## src/rtl/exc_pkg.sv

```systemverilog
// Shared cause codes and FSM state type for the exception/interrupt controller.
package exc_pkg;

    localparam logic [3:0] ESTAT_NONE  = 4'b0000;
    localparam logic [3:0] ESTAT_IRQ   = 4'b0001;
    localparam logic [3:0] ESTAT_INVOP = 4'b0010;
    localparam logic [3:0] ESTAT_DBLF  = 4'b0100;

    typedef enum logic [1:0] {
        IDLE,
        REQ,
        SVC
    } exc_state_t;

endpackage

```

## src/rtl/irq_prio_enc.sv

```systemverilog
// Fixed-priority encoder: the lowest set index wins.
module irq_prio_enc #(
    parameter int NUM_IRQ = 4,
    parameter int ID_W    = (NUM_IRQ > 1) ? $clog2(NUM_IRQ) : 1
) (
    input  logic [NUM_IRQ-1:0] req,
    output logic               valid,
    output logic [ID_W-1:0]    id
);

    always_comb begin
        valid = |req;
        id    = '0;
        // Scan downwards so the lowest requesting index is the last assignment.
        for (int i = NUM_IRQ - 1; i >= 0; i--) begin
            if (req[i]) id = ID_W'(i);
        end
    end

endmodule

```

## src/rtl/exc_irq_ctrl.sv

```systemverilog
// Multi-channel exception/interrupt controller: latches and masks IRQs, arbitrates
// by fixed priority and runs the request/ack/return handshake with the core.
module exc_irq_ctrl
    import exc_pkg::*;
#(
    parameter int                 NUM_IRQ    = 4,
    parameter logic [NUM_IRQ-1:0] EDGE_MODE  = '0,
    parameter logic [NUM_IRQ-1:0] MASK_RESET = '1,
    parameter int                 ID_W       = (NUM_IRQ > 1) ? $clog2(NUM_IRQ) : 1
) (
    input  logic               clk,
    input  logic               reset,
    input  logic [NUM_IRQ-1:0] ExtIRQ,
    input  logic               NotAnInstr,
    input  logic               ExcAck,
    input  logic               ERet,
    input  logic               MaskWe,
    input  logic [NUM_IRQ-1:0] MaskWdata,
    output logic               Exc,
    output logic [3:0]         EStatus,
    output logic [ID_W-1:0]    EIrqId,
    output logic [NUM_IRQ-1:0] ExtIAck,
    output logic               DoubleFault,
    output logic [NUM_IRQ-1:0] IrqMask
);

    exc_state_t         state, state_nx;
    logic [NUM_IRQ-1:0] pending, prev, irq_set, req_vec, ack_c;
    logic [ID_W-1:0]    win_id;
    logic               any_req, exc_c, dblf_set;
    logic [3:0]         estat_c;

    // Edge channels need a rising transition; level channels capture while high.
    assign irq_set = ExtIRQ & (~EDGE_MODE | ~prev);
    assign req_vec = pending & IrqMask;

    irq_prio_enc #(
        .NUM_IRQ (NUM_IRQ),
        .ID_W    (ID_W)
    ) u_prio_enc (
        .req   (req_vec),
        .valid (any_req),
        .id    (win_id)
    );

    always_ff @(posedge clk or negedge reset) begin
        if (!reset) begin
            state       <= IDLE;
            pending     <= '0;
            prev        <= '0;
            IrqMask     <= MASK_RESET;
            EIrqId      <= '0;
            DoubleFault <= 1'b0;
        end else begin
            state   <= state_nx;
            prev    <= ExtIRQ;
            pending <= (pending & ~ExtIAck) | irq_set;
            if (MaskWe) IrqMask <= MaskWdata;
            if (state == IDLE && state_nx == REQ) EIrqId <= win_id;
            if (dblf_set) DoubleFault <= 1'b1;
        end
    end

    always_comb begin
        state_nx = state;
        exc_c    = 1'b0;
        estat_c  = ESTAT_NONE;
        ack_c    = '0;
        dblf_set = 1'b0;
        case (state)
            IDLE: begin
                if (NotAnInstr) begin
                    exc_c   = 1'b1;
                    estat_c = ESTAT_INVOP;
                    if (ExcAck) state_nx = SVC;
                end else if (any_req) begin
                    state_nx = REQ;
                end
            end
            REQ: begin
                exc_c = 1'b1;
                // An invalid opcode preempts the IRQ, which stays pending for later.
                if (NotAnInstr) begin
                    estat_c = ESTAT_INVOP;
                    if (ExcAck) state_nx = SVC;
                end else begin
                    estat_c = ESTAT_IRQ;
                    if (ExcAck) begin
                        ack_c[EIrqId] = 1'b1;
                        state_nx      = SVC;
                    end
                end
            end
            SVC: begin
                if (NotAnInstr) begin
                    exc_c    = 1'b1;
                    estat_c  = ESTAT_DBLF;
                    dblf_set = 1'b1;
                end
                if (ERet) state_nx = IDLE;
            end
            default: state_nx = IDLE;
        endcase
    end

    assign Exc     = reset & exc_c;
    assign EStatus = reset ? estat_c : ESTAT_NONE;
    assign ExtIAck = reset ? ack_c : '0;

endmodule

```

## config.mk

```make
export PLATFORM = sky130hd
export DESIGN_NAME = exc_irq_ctrl
export DESIGN_NICKNAME = d
export VERILOG_FILES = /design/src/rtl/exc_pkg.sv /design/src/rtl/irq_prio_enc.sv /design/src/rtl/exc_irq_ctrl.sv
export SDC_FILE = /design/constraint.sdc
export NUM_CORES = 1
export LEC_CHECK = 0
export CAP_MARGIN = 20
export CORE_UTILIZATION = 43
export DETAILED_ROUTE_END_ITERATION = 10
export GPL_TIMING_DRIVEN = 0
export PLACE_DENSITY = 0.83
export SYNTH_ARGS = -nofsm -noshare
export SYNTH_HDL_FRONTEND = slang
export SYNTH_HIERARCHICAL = 1
export SYNTH_SLANG_ARGS = --single-unit
```

## constraint.sdc

```tcl
create_clock -name clk -period 5.4 [get_ports clk]
set_clock_uncertainty 0.2 [all_clocks]
set_input_delay 0.81 -clock clk [delete_from_list [all_inputs] [get_ports clk]]
set_output_delay 0.81 -clock clk [all_outputs]
set_load 0.02 [all_outputs]
```

==> results of run 1 <==
==> layout make-up <==
class,count,share of cell area [%]
Sequential cell,13,32.27
Tap cell,16,1.956
Buffer,2,1.834
Inverter,4,1.467
Multi-Input combinational cell,47,32.52
Timing Repair Buffer,28,27.38
Clock buffer,4,2.567
==> registers in the layout, summed over array words and instances (netlist names) <==
signal       count
pending          4
state            2
EIrqId           2
DoubleFault      1
IrqMask          4
==> logic make-up (layout without fill, tap and decap cells) <==
family	count (synthesis)	after routing
simple gates	30	30
flops	13	13
compound gates	10	10
mux	6	6
buf+inv	6	38
other cells	1	1
==> layer usage <==
layer / track usage (%) / part of all wire [%] / vias up
met5: 0 / 0 / -
met4: 13.13 / 3.3 / 0
met3: 4.310 / 4.9 / 4
met2: 25.54 / 44 / 17
met1: 23.82 / 47 / 273
li1: - / - / 296
==> Yosys cell counts <==
cell	n	area (um^2)
or3b_1	1	8.760
nor2_1	8	30.03
mux2_1	2	22.52
nor4b_2	1	15.01
and4bb_1	1	12.51
nand2_1	1	3.750
a21oi_2	1	8.760
nand2b_1	3	18.77
a31oi_1	1	6.260
nor3_1	2	10.01
o21bai_1	1	7.510
o22ai_1	1	6.260
mux2_2	4	45.04
conb_1	1	3.750
and2_1	4	25.02
dfrtp_1	9	225.2
and3b_1	1	8.760
dfstp_2	4	105.1
and4_1	1	8.760
nor2b_1	1	6.260
inv_1	4	15.01
a21oi_1	3	15.01
o21ai_0	1	5.000
or2b_1	2	15.01
buf_6	1	11.26
buf_4	1	7.510
and3_1	2	12.51
a41oi_1	2	17.52
and4b_1	2	20.02
==> worst min-delay path by stage <==
stage / end
floorplan: pending[3]
global placement: DoubleFault
detailed placement: DoubleFault
CTS: DoubleFault
global route: DoubleFault
finish: DoubleFault
==> metrics by stage <==
stage / area [um^2] / hold WS [ns] / worst slack, ns / std cells / util, %
final: 1023 / 0.3104 / 1.472 / 114 / 67.94
after floorplan: 696.9 / 0.2850 / 2.872 / 66 / -
after detailed placement: 997.2 / 0.2991 / 1.430 / 110 / 66.20
after global routing: 1023 / 0.3388 / 1.316 / 114 / 67.94
after global placement: 997.2 / 0.2610 / 1.444 / 110 / 66.20
after CTS: 1023 / 0.3172 / 1.435 / 114 / 67.94
==> power by group through the flow <==
stage | combinational [mW] | clock, mW | sequential, mW
after floorplan | 0.0473 | 0 | 0.146
after global placement | 0.103 | 0 | 0.138
after detailed placement | 0.105 | 0 | 0.139
after CTS | 0.105 | 0.0618 | 0.137
after global routing | 0.112 | 0.0667 | 0.142
final | 0.105 | 0.0603 | 0.137
==> metrics.md, run 1 <==
| Metric | Value |
|---|---|
| DP HPWL | 1066 um |
| Gr usage total | 18.05% |
| Synth warnings | 6 |
| CP Data Required Time | 4.39 ns |
| Final setup viols | 0 |
| Synth Area in Adders | 0% |
| Worst Setup EP | ExtIAck[3] |
| Vias per cell | 5.175 |
| Initial antenna violation count | 0 |
| Routed WL | 1368 um |
| Seq/Total Area, Yosys | 47.40% |
| RR Startpoint | IrqMask[0] |
| Clock power frac | 20.0% |
| Ant. Diodes | 0 |
| Crit path kind | input pin to primary output |
| Slowest stage cell, crit path | clkdlybuf4s50_1 |
| GRT Residual Overflow | 0 |
| Max-slew violation count | 0 |
| Area growth, synth to finish | 46.86% |
| Seq cells post-synth | 13 |
| Max Cap Viol | 0 |
| Overall power | 0.3020 mW |
| Vias in the first global route | 526 |
| Fmax | 0.2546 GHz |
| Clock transition at path regs | 0.08 ns |
| Multiplexer area fraction after synthesis | 9.695% |
| Tmin final | 3.928 ns |
| Nature of the critical path endpoint | primary output |
| Compound-Gate Fraction of Synth Area | 9.515% |
| Most common cell after layout, fill and taps aside | clkdlybuf4s50_1 |
| Cell internal pwr | 0.2005 mW |
| Kind of cell adding the most delay to the critical path | buffers and inverters |
| Worst relative slew slack | 55.82% |
| Fill cells | 133 |
| Net Sw Power | 0.1015 mW |
| Xor-xnor portion of the synthesized cell area | 0% |
| Largest family of logic cells by synthesized area | simple AND/OR/NAND/NOR gates |
| Antenna viol nets, final | 0 |
| Most frequent cells in the layout | clkdlybuf4s50_1, dfrtp_1, nor2_1 |
| First-pass GRT wire length | 2311 um |
| Clock sink total | 13 |
| CTS Buf Count | 3 |
| WP depth | 5 |
| VDD IR max | 0.0001874 V |
| Drt first pass iters | 4 |
| Netlist Area Pre-Place | 696.9 um^2 |
| Critical path peak fanout | 16 |
| WL per Instance | 12.00 um |
| Std cell rows | 14 |
| Syn_area_per_cell | 10.56 um^2 |
| Min-delay src | DoubleFault |
| Final net count | 113 |
| FF+latch area | 330.3 um^2 |
| H-tree levels | 1 |
| Max clock buf depth | 2 |
| Routed via count | 590 |
| Status | finished clean |
| Die ar. | 0.001786 mm^2 |
| CP most frequent cell | clkdlybuf4s50_1 |
| Worst R2R End | EIrqId[0] |
| Slowest Stage Delay on Critical Path | 0.89 ns |
| Hold Buf Count CTS | 0 |
| Flop2flop setup slack | 3.61 ns |
| Clock Latency Late Sink | 0.28 ns |
| Hold path depth | 1 |
| Die Ht | 42.26 um |
| Setup TNS | 0 ns |
| Startpoint types | input pin |
| DR iter-0 viols | 9 |
| Synth cell types | 29 |
| Final worst-path cycle share | 72.74% |
| Pin count of the biggest net entering global routing | 17 |
| Syn Nets | 80 |
| Io pins | 30 |
| Core region area | 0.001506 mm^2 |
| Leakage power | 0.4196 nW |
| Pwr Density | 295.1 mW/mm^2 |
| Worst slew pin tran | 0.6606 ns |
| Sequence of cells on the critical path | clkdlybuf4s50_1, and4bb_1, buf_6, and4_1, clkdlybuf4s50_1 |
| Post-CTS Setup Bufs | 0 |
| Area of the multi-input gates | 332.8 um^2 |
| Switching Share | 33.61% |
| DIE WIDTH | 42.26 um |
| I/O Buffers | 28 |
| Hold WC Path Type | flip-flop to flip-flop |
| Placer Congestion | 0.7574 |
| Simple-Gate Fraction of Synth Area | 28.01% |
| Cell count after synthesis | 66 |
| Initial core utilization | 46.26% |
| Post-cts sizing count | 0 |
| Final Hold Viols | 0 |
| CP bufs+invs | 3 |
| Worst r2r path cells | 5 |
| Sequential group share of total power | 45.4% |
| CP arrival | 2.92 ns |
| CTS tree | done |
| DRC | 0 |
| Share of cells above drive strength 1 | 15.31% |
| Root buffer cell | clkbuf_4 |
| Comb power frac | 34.7% |
| Worst setup startpoint | reset |
| Unrepaired setup endpoints after global routing | false |
(Power assumes the default switching activity.)
==> run 2, diff against run 1 <==
--- a/config.mk
+++ b/config.mk
@@ -6,10 +6,10 @@
 export NUM_CORES = 1
 export LEC_CHECK = 0
 export CAP_MARGIN = 20
-export CORE_UTILIZATION = 43
+export CORE_UTILIZATION = 40
 export DETAILED_ROUTE_END_ITERATION = 10
 export GPL_TIMING_DRIVEN = 0
-export PLACE_DENSITY = 0.83
+export PLACE_DENSITY = 0.78
 export SYNTH_ARGS = -nofsm -noshare
 export SYNTH_HDL_FRONTEND = slang
 export SYNTH_HIERARCHICAL = 1
==> constraint.sdc (replaced) <==
create_clock -name clk -period 3.8 [get_ports clk]
set_clock_uncertainty 0.2 [all_clocks]
set_input_delay 0.57 -clock clk [delete_from_list [all_inputs] [get_ports clk]]
set_output_delay 0.57 -clock clk [all_outputs]
set_load 0.02 [all_outputs]
==> run 2 against run 1 <==
The run now ends with design-rule violations left. Die area grew 7.1%. Final area is the same. Non-clock buffer count is the same. Hold slack lost 0.032 ns. Global-route usage grew 0.27 points. Register-to-register slack lost 1.7 ns. Routed wire length grew 9.2%. Utilization shrank 2.3 points. Critical path depth is the same. Sequential cell count is the same. Via count grew 0.51%. Critical endpoint unchanged. Largest cell class unchanged.
==> metrics.md, run 2 (synthesis gave the netlist of run 1 again) <==
| Metric | Value |
|---|---|
| Status | finished with violations (was finished clean) |
| DRC | 3 (was 0) |
| H-tree levels | 1 (unchanged) |
| Worst R2R End | EIrqId[1] (was EIrqId[0]) |
| Core region area | 0.001559 mm^2 (was 0.001506 mm^2) |
| Routed WL | 1494 um (was 1368 um) |
| Tmin final | 3.452 ns |
| Met3 Use GR | 6.667% (was 4.310%) |
| Clock Latency Late Sink | 0.29 ns (was 0.28 ns) |
| Worst relative slew slack | 55.84% (was 55.82%) |
| DR iter-0 viols | 10 (was 9) |
| Vias per cell | 5.202 (was 5.175) |
| Fin cells | 114 (unchanged) |
| Sequential group share of total power | 45.3% (was 45.4%) |
| DP HPWL | 1186 um (was 1066 um) |
| Post-CTS Setup Bufs | 0 (unchanged) |
| Ant. Diodes | 0 (unchanged) |
| Initial antenna violation count | 0 (unchanged) |
| Setup TNS | 0 ns (unchanged) |
| Max Cap Viol | 0 (unchanged) |
| VDD IR max | 0.0002421 V (was 0.0001874 V) |
| CTS tree | done (unchanged) |
| CTS Buf Count | 3 (unchanged) |
| Max clock buf depth | 2 (unchanged) |
| Post-cts sizing count | 0 (unchanged) |
| Cell internal pwr | 0.2850 mW (was 0.2005 mW) |
| Gr usage total | 18.32% (was 18.05%) |
| Antenna viol nets, final | 0 (unchanged) |
| Placer Congestion | 0.7512 (was 0.7574) |
| Hold WC Path Type | flip-flop to flip-flop (unchanged) |
| Switching Share | 34.16% (was 33.61%) |
| Final Hold Viols | 0 (unchanged) |
| Area growth, synth to finish | 46.86% (unchanged) |
| Fmax | 0.2897 GHz |
| Global-route layer with the greatest usage | met2 (unchanged) |
| Fill cells | 133 (unchanged) |
| GR Util met1 | 20.21% (was 23.82%) |
| Hold Buf Count CTS | 0 (unchanged) |
| WL per Instance | 13.11 um (was 12.00 um) |
| Hold Crit Endpoint | DoubleFault (unchanged) |
| Comb power frac | 34.6% (was 34.7%) |
| Worst slew pin tran | 0.6603 ns (was 0.6606 ns) |
| Placed cell areas | 997.2 um^2 (unchanged) |
| RR Startpoint | IrqMask[0] (unchanged) |
| Final worst-path cycle share | 90.85% |
| Crit path kind | input pin to primary output (unchanged) |
| Clock sink total | 13 (unchanged) |
| Pwr Density | 423.0 mW/mm^2 (was 295.1 mW/mm^2) |
| Die ar. | 0.001913 mm^2 (was 0.001786 mm^2) |
| Net Sw Power | 0.1479 mW (was 0.1015 mW) |
| Pin count of the biggest net entering global routing | 17 (unchanged) |
| Flop2flop setup slack | 1.95 ns (was 3.61 ns) |
| Io pins | 30 (unchanged) |
| Min-delay src | DoubleFault (unchanged) |
| Clock transition at path regs | 0.07 ns (was 0.08 ns) |
| Std cell rows | 14 (unchanged) |
| Vias in the first global route | 559 (was 526) |
| Hold path depth | 1 (unchanged) |
| Initial core utilization | 44.70% (was 46.26%) |
| Root buffer cell | clkbuf_4 (unchanged) |
| Clock power frac | 20.1% (was 20.0%) |
| Met2 GRT Util | 31.64% (was 25.54%) |
| Drt first pass iters | 7 (was 4) |
| Share of cells above drive strength 1 | 15.31% (unchanged) |
| Max-slew violation count | 0 (unchanged) |
| Unrepaired setup endpoints after global routing | false (unchanged) |
| CP Data Required Time | 3.03 ns (was 4.39 ns) |
| Final setup viols | 0 (unchanged) |
| Most common cell after layout, fill and taps aside | clkdlybuf4s50_1 (unchanged) |
| I/O Buffers | 28 (unchanged) |
| Routed via count | 593 (was 590) |
| Largest regs | IrqMask (4), pending (4) (unchanged) |
| Most frequent cells in the layout | clkdlybuf4s50_1, dfrtp_1, nor2_1 (unchanged) |
| Minimum hold slack | 0.2783 ns (was 0.3104 ns) |
| First-pass GRT wire length | 2463 um (was 2311 um) |
| CP arrival | 2.68 ns (was 2.92 ns) |
| Worst r2r path cells | 5 (unchanged) |
| Critical path peak fanout | 16 (unchanged) |
| Final net count | 113 (unchanged) |
| Leakage power | 0.4196 nW (unchanged) |
| Die Ht | 43.74 um (was 42.26 um) |
| Startpoint types | input pin (unchanged) |
| DIE WIDTH | 43.74 um (was 42.26 um) |
| Final Cell Area | 0.001023 mm^2 (unchanged) |
| GRT Residual Overflow | 0 (unchanged) |
| Failing checks | design-rule violations |
| Placed Cells | 110 (unchanged) |
| Nature of the critical path endpoint | primary output (unchanged) |
[run 2: cell counts in the layout (fill, tap and decap cells not counted)]
Identical to the previous run, type by type.
[run 2: worst max-delay path by stage]
| stage | from | cells after the start | endpoint |
|---|---|---|---|
| 2_1_floorplan | NotAnInstr | 3 | ExtIAck[3] |
| 3_3_place_gp | reset | 5 | ExtIAck[3] |
| 3_5_place_dp | reset | 5 | ExtIAck[1] |
| 4_1_cts | reset | 5 | ExtIAck[1] |
| 5_1_grt | reset | 5 | ExtIAck[1] |
| 6_report | reset | 5 | ExtIAck[3] |
[run 2: layer usage]
metal / share of wire (%) / up-vias
met3: 6.2 / 2
met2: 49 / 20
met5: 0 / -
li1: - / 297
met1: 44 / 274
met4: 0.60 / 0
[run 2: area by class of cell]
type                       count  area (um^2)  share of cell area, %
buffer                         2        18.77                  1.834
clock buffer                   4        26.28                  2.567
inverter                       4        15.01                  1.467
multi-input combinational     47        332.8                  32.52
sequential                    13        330.3                  32.27
tap                           16        20.02                  1.956
timing repair buffer          28        280.3                  27.38
[run 2: stage by stage]
stage	power (mW)	worst slack [ns]	utilization [%]
floorplan	0.2741	1.752	-
global placement	0.3435	0.3230	63.96
detailed placement	0.3483	0.3032	63.96
CTS	0.4379	0.2983	65.65
global route	0.4630	0.1550	65.65
finish	0.4329	0.3479	65.65
[run 2: power by group through the flow]
| stage | sequential (mW) | clock, mW | combinational (mW) |
|---|---|---|---|
| final | 0.196 | 0.0870 | 0.150 |
| after global routing | 0.202 | 0.0988 | 0.162 |
| after floorplan | 0.207 | 0 | 0.0673 |
| after CTS | 0.197 | 0.0911 | 0.150 |
| after detailed placement | 0.199 | 0 | 0.149 |
| after global placement | 0.197 | 0 | 0.147 |
[run 2: worst max-delay path, stage by stage]
cell and delay [ns]:
clkdlybuf4s50_1 0.89, and4bb_1 0.30, buf_6 0.13, and4_1 0.18
clkdlybuf4s50_1 0.60
==> run 3, diff against run 2 <==
--- a/config.mk
+++ b/config.mk
@@ -10,6 +10,7 @@
 export DETAILED_ROUTE_END_ITERATION = 10
 export GPL_TIMING_DRIVEN = 0
 export PLACE_DENSITY = 0.78
+export SLEW_MARGIN = 5
 export SYNTH_ARGS = -nofsm -noshare
 export SYNTH_HDL_FRONTEND = slang
 export SYNTH_HIERARCHICAL = 1
==> results of run 3 <==
The final DEF is identical to that of run 2; final timing and power are the same.
